$ cat src/rtl/mem_stage_lsu.sv
`default_nettype none
// ============================================================================
// Module   : mem_stage_lsu
// Brief    : Memory stage with req/ack data port, load extension and timeout.
// Revision : 1.0 - initial release
// ============================================================================
module mem_stage_lsu #(
    parameter int TIMEOUT_CYCLES = 16
) (
    input  logic        clk,
    input  logic        rst,
    input  logic        valid_in,
    input  logic [31:0] alu_result_in,
    input  logic [31:0] store_data_in,
    input  logic        mem_read,
    input  logic        mem_write,
    input  logic [2:0]  funct3,
    output logic        dmem_req,
    output logic        dmem_we,
    output logic [31:0] dmem_addr,
    output logic [3:0]  dmem_be,
    output logic [31:0] dmem_wdata,
    input  logic [31:0] dmem_rdata,
    input  logic        dmem_ack,
    output logic        stall,
    output logic        valid_out,
    output logic [31:0] result_out,
    output logic        misaligned,
    output logic        bus_err
);

    localparam int              c_CW   = $clog2(TIMEOUT_CYCLES + 1);
    localparam logic [c_CW-1:0] c_TMAX = c_CW'(TIMEOUT_CYCLES - 1);
    localparam logic [0:0]      c_IDLE = 1'b0;
    localparam logic [0:0]      c_WAIT = 1'b1;

    logic [0:0]      r_state, w_next;
    logic [c_CW-1:0] r_cnt;
    logic            r_req, r_we, r_valid_out, r_mis, r_berr;
    logic [31:0]     r_addr, r_wdata, r_alu, r_result;
    logic [3:0]      r_be;
    logic [2:0]      r_f3;
    logic [1:0]      r_lane;

    logic        w_memop, w_f3_ok, w_align_ok, w_start, w_bad;
    logic [3:0]  w_be;
    logic [31:0] w_wdata, w_load_data;
    logic [7:0]  w_byte;
    logic [15:0] w_half;

    assign w_memop = valid_in & (mem_read | mem_write);
    assign w_f3_ok = (funct3 != 3'b011) & (funct3[2:1] != 2'b11);

    always_comb begin
        case (funct3[1:0])
            2'b00:   w_align_ok = 1'b1;
            2'b01:   w_align_ok = ~alu_result_in[0];
            2'b10:   w_align_ok = (alu_result_in[1:0] == 2'b00);
            default: w_align_ok = 1'b0;
        endcase
    end

    assign w_start = (r_state == c_IDLE) & w_memop & w_f3_ok & w_align_ok;
    assign w_bad   = w_memop & ~(w_f3_ok & w_align_ok);

    // Byte/half stores are lane-replicated so memory picks data by byte enable.
    always_comb begin
        w_be    = 4'hF;
        w_wdata = '0;
        if (!mem_read) begin
            w_wdata = store_data_in;
            case (funct3[1:0])
                2'b00: begin
                    w_be    = 4'b0001 << alu_result_in[1:0];
                    w_wdata = {4{store_data_in[7:0]}};
                end
                2'b01: begin
                    w_be    = 4'b0011 << alu_result_in[1:0];
                    w_wdata = {2{store_data_in[15:0]}};
                end
                default: ;
            endcase
        end
    end

    assign w_byte = dmem_rdata[{r_lane, 3'b000} +: 8];
    assign w_half = r_lane[1] ? dmem_rdata[31:16] : dmem_rdata[15:0];

    always_comb begin
        case (r_f3)
            3'b000:  w_load_data = {{24{w_byte[7]}}, w_byte};
            3'b001:  w_load_data = {{16{w_half[15]}}, w_half};
            3'b100:  w_load_data = {24'd0, w_byte};
            3'b101:  w_load_data = {16'd0, w_half};
            default: w_load_data = dmem_rdata;
        endcase
    end

    always_ff @(posedge clk) begin
        if (rst) r_state <= c_IDLE;
        else     r_state <= w_next;
    end

    always_comb begin
        w_next = r_state;
        case (r_state)
            c_IDLE:  if (w_start) w_next = c_WAIT;
            c_WAIT:  if (dmem_ack || r_cnt == c_TMAX) w_next = c_IDLE;
            default: w_next = c_IDLE;
        endcase
    end

    always_comb begin
        stall = (r_state == c_WAIT) | w_start;
    end

    always_ff @(posedge clk) begin
        if (rst) begin
            r_req       <= 1'b0;
            r_we        <= 1'b0;
            r_addr      <= '0;
            r_be        <= '0;
            r_wdata     <= '0;
            r_f3        <= '0;
            r_lane      <= '0;
            r_alu       <= '0;
            r_cnt       <= '0;
            r_valid_out <= 1'b0;
            r_result    <= '0;
            r_mis       <= 1'b0;
            r_berr      <= 1'b0;
        end else begin
            r_valid_out <= 1'b0;
            r_mis       <= 1'b0;
            r_berr      <= 1'b0;
            if (r_state == c_IDLE) begin
                if (w_start) begin
                    r_req   <= 1'b1;
                    r_we    <= ~mem_read;
                    r_addr  <= {alu_result_in[31:2], 2'b00};
                    r_be    <= w_be;
                    r_wdata <= w_wdata;
                    r_f3    <= funct3;
                    r_lane  <= alu_result_in[1:0];
                    r_alu   <= alu_result_in;
                    r_cnt   <= '0;
                end else if (valid_in) begin
                    r_valid_out <= 1'b1;
                    r_mis       <= w_bad;
                    r_result    <= w_bad ? 32'd0 : alu_result_in;
                end
            end else if (dmem_ack) begin
                r_req       <= 1'b0;
                r_valid_out <= 1'b1;
                r_result    <= r_we ? r_alu : w_load_data;
            end else if (r_cnt == c_TMAX) begin
                r_req       <= 1'b0;
                r_valid_out <= 1'b1;
                r_berr      <= 1'b1;
                r_result    <= '0;
            end else begin
                r_cnt <= r_cnt + c_CW'(1);
            end
        end
    end

    assign dmem_req   = r_req;
    assign dmem_we    = r_we;
    assign dmem_addr  = r_addr;
    assign dmem_be    = r_be;
    assign dmem_wdata = r_wdata;
    assign valid_out  = r_valid_out;
    assign result_out = r_result;
    assign misaligned = r_mis;
    assign bus_err    = r_berr;

endmodule
`default_nettype wire
$ cat config.mk
export PLATFORM = sky130hd
export DESIGN_NAME = mem_stage_lsu
export DESIGN_NICKNAME = d
export VERILOG_FILES = /design/src/rtl/mem_stage_lsu.sv
export SDC_FILE = /design/constraint.sdc
export NUM_CORES = 1
export LEC_CHECK = 0
export ABC_AREA = 1
export CAP_MARGIN = 20
export CORE_MARGIN = 10
export CORE_UTILIZATION = 46
export CTS_CLUSTER_SIZE = 14
export DETAILED_ROUTE_END_ITERATION = 8
export PLACE_DENSITY_LB_ADDON = 0.3
export SLEW_MARGIN = 10
export SYNTH_ARGS = -nofsm -noshare
export SYNTH_HDL_FRONTEND = slang
export SYNTH_SLANG_ARGS = --single-unit
$ cat constraint.sdc
create_clock -name clk -period 2.14 [get_ports clk]
set_clock_uncertainty 0.1 [all_clocks]
set_input_delay 0.214 -clock clk [delete_from_list [all_inputs] [get_ports clk]]
set_output_delay 0.214 -clock clk [all_outputs]
set_load 0.02 [all_outputs]
==> summary.txt <==
Worst setup path
  – Critical Path Start Type: register
  – Worst-path fanout max: 18
  – Worst R2R Setup Slack: 0.18 ns
  – CP arrival: 2.21 ns
  – CP Capture Type: register
  – Critical Path Max Stage Delay: 0.42 ns
  – Reg2Reg Depth: 8
  – Crit path required time: 2.39 ns
  – Crit path kind: register to register
  – Worst path slowest cell: nand3_1
  – Cell Chain, Critical Path: inv_1 > nand3_1 > buf_4 > o21ai_0 > nand3_1 > a21oi_1 > nor2_1 > nor2_1

Placed design
  – Dpl hpwl: between 15000 and 20000 µm
  – DP Worst Slack: -0.0544 ns
  – Area after DPL: 8380 µm²
  – I/O Buffers: 208
  – RePlAce Congestion: 0.907

Synth
  – Post-synth EDFFs: 0
  – Synth cell types: 35
  – Sequential-to-total area share from yosys stat: 36.7%
  – Primary FF master, synth: dfxtp_1
  – YS warnings: 0
  – Cells after Synth: 961
  – Synth Area per Inst: 6.47 µm²
  – Post-synth ARST share: 0%
  – Cell Area, Synth: 6220 µm²
  – FF+latch count, synth: 114

Clock network
  – CTS tree: built
  – Cts bufs inserted: 17
  – Clock Pin Slew Worst Setup and Hold Paths: roughly 0.050 ns
  – Clk_lat worst skew: between 0.4 and 0.5 ns
  – Root buffer cell: clkbuf_16
  – Clock Tree Buf Depth: 2
  – CTS H-tree depth: 4
  – CTS Sinks: 114
  – Hold-fix buffers, CTS: 0

Global routing
  – Number of global-route vias before repair: 6364
  – Total GRT Usage: roughly 22%
  – Total global routing overflow: 0
  – Global-route wire length before repair: roughly 33000 µm
  – Initial antenna violation count: 0
  – Largest net degree at the start of global routing: 55

Cells and area
  – Share of cells above drive strength 1: 9.17%
  – Commonest non-fill, non-tap cell in the layout: nand2_1
  – Finished layout cell area: about 9000 µm²
  – Syn-to-layout area delta: 45.3%
  – Fillers: 1157
  – # diodes: 0
  – Commonest non-fill, non-tap cells in the layout: nand2_1, clkdlybuf4s50_1, inv_1, dfxtp_1, nand3_1
  – Nets: 1250

Timing
  – Slew Limit Headroom: around 63%
  – RSZ-0062 raised after global routing: no
  – Finish-stage setup viols: 0
  – Tmin final: 1.96 ns
  – Slew @ Worst Pin: 0.557 ns
  – Final max-slew violation count: 0
  – Fin crit share: 91.4%
  – Final worst slack: 0.183 ns
  – Peak Freq: ~500 MHz
  – Fin. Hold Viols: 0

Status
  – Outcome: completed

Floorplan
  – Total die area: 18600 µm²
  – Core ar.: 13200 µm²
  – FP Rows: 42
  – Ports: between 200 and 250
  – Die Ht: about 140 µm
  – Initial core utilization: 47.0%
  – Die Wd: 136 µm

Drt
  – DRC Markers: 0
  – Remaining antenna violation count: 0
  – WL/cell: 16.1 µm
  – Iter 0 DRT Violations: 597
  – Final WL: 21500 µm
  – DR vias: 6638
  – Initial DRT Pass Iterations: 5
  – DR vias/cell: 4.98

Worst hold path
  – WHS Path Cells: 3
  – Hold Path Class: input pin to register

Pwr
  – Power Dens Cells: 757 nW/µm²
  – Peak VDD IR: about 0.43 mV
  – P_leak: about 4.0 nW

Job
  – Max-Cap Viols: 0
==> critical path: cells and delay by family, from the launching register on <==
| family | cells | cell delay [ns] |
|---|---|---|
| DFF | 1 | 0.32 |
| AOI/OAI and AO/OA | 2 | 0.32 |
| and+or+nand+nor | 4 | 0.70 |
| buffers and inverters | 2 | 0.45 |
==> through the flow <==
| stage | setup TNS, ns | std cells | utilization [%] | hold slack [ns] | power, mW |
|---|---|---|---|---|---|
| after CTS | 0 | 1331 | 68.1 | 0.298 | 6.87 |
| after floorplan | 0 | 962 | - | 0.183 | 3.16 |
| after global placement | -0.0585 | 1299 | 63.3 | 0.339 | 3.78 |
| final | 0 | 1332 | 68.2 | 0.311 | 6.84 |
| after detailed placement | -0.0692 | 1299 | 63.3 | 0.347 | 3.79 |
| after global routing | 0 | 1332 | 68.2 | 0.304 | 7.11 |
==> what timing repair did <==
action / CTS / global route
gates resized for setup: 1 / 1
buffers inserted: 0 / 0
setup endpoints to repair: 1 / 23
pin swaps: 0 / 1
gates cloned: 0 / 1
==> kinds of logic (layout without fill, tap and decap cells) <==
| kind of cell | after synthesis | count (layout) | synth area share, % |
|---|---|---|---|
| compound gates | 204 | 204 | 17.1 |
| flops | 114 | 114 | 36.7 |
| buf+inv | 214 | 407 | 16.2 |
| simple gates | 426 | 427 | 29.6 |
| fa+ha+maj | 2 | 2 | 0.402 |
| other cells | 1 | 2 | 0.0603 |
==> final cells by class <==
type	count	area, µm²	area share, %
multi-input cells	635	2960	32.7
repair buffers	249	2460	27.3
flip-flops and latches	114	2280	25.3
clock buffers	23	488	5.40
inverters	126	475	5.26
well taps	176	220	2.44
clock inverters	9	151	1.68
==> state kept, by name, indices dropped and copies added (netlist names) <==
name / flops
result_out: 32
dmem_req: 1
dmem_wdata: 32
dmem_we: 1
r_f3: 3
r_cnt: 5
dmem_be: 4
bus_err: 1
misaligned: 1
r_state: 1
valid_out: 1
r_alu: 32
==> per-layer routing <==
metal,global-route usage (%),routed length (µm)
met1,26.0,8970
met2,36.9,10100
met3,8.34,2000
met4,8.11,437
met5,0,0
==> path summary, 6_finish.rpt <==
kind | to | startpoint
min | misaligned | valid_in
max | result_out[6] | r_f3[0]
max reg2reg | result_out[6] | r_f3[0]
min reg2reg | dmem_wdata[12] | dmem_wdata[12]
==> report_power, final <==
part	internal (mW)	switching [mW]	total, mW
logic	0.641	0.815	1.46
registers	2.25	0.0644	2.31
clock network	2.07	1.01	3.07
total	4.96	1.89	6.84
==> cells in the mapped netlist (2+ instances only) <==
cell	count	area share [%]
nor2_1	78	4.7
inv_2	5	0.30
o221ai_1	3	0.42
o22ai_1	5	0.50
nand3_4	3	0.84
o21ai_0	84	6.8
dfxtp_1	114	37
o211ai_1	6	0.72
nand2_2	3	0.30
o21ai_1	21	1.7
or2_2	14	1.4
o31ai_1	2	0.24
buf_6	4	0.72
nor2_2	3	0.30
nand3_1	85	6.8
buf_4	40	4.8
a21oi_1	81	6.5
buf_1	4	0.24
nand2_1	233	14
clkbuf_1	24	1.4
inv_1	120	7.2
ha_1	2	0.40
buf_2	15	1.2
(Power assumes the default switching activity.)
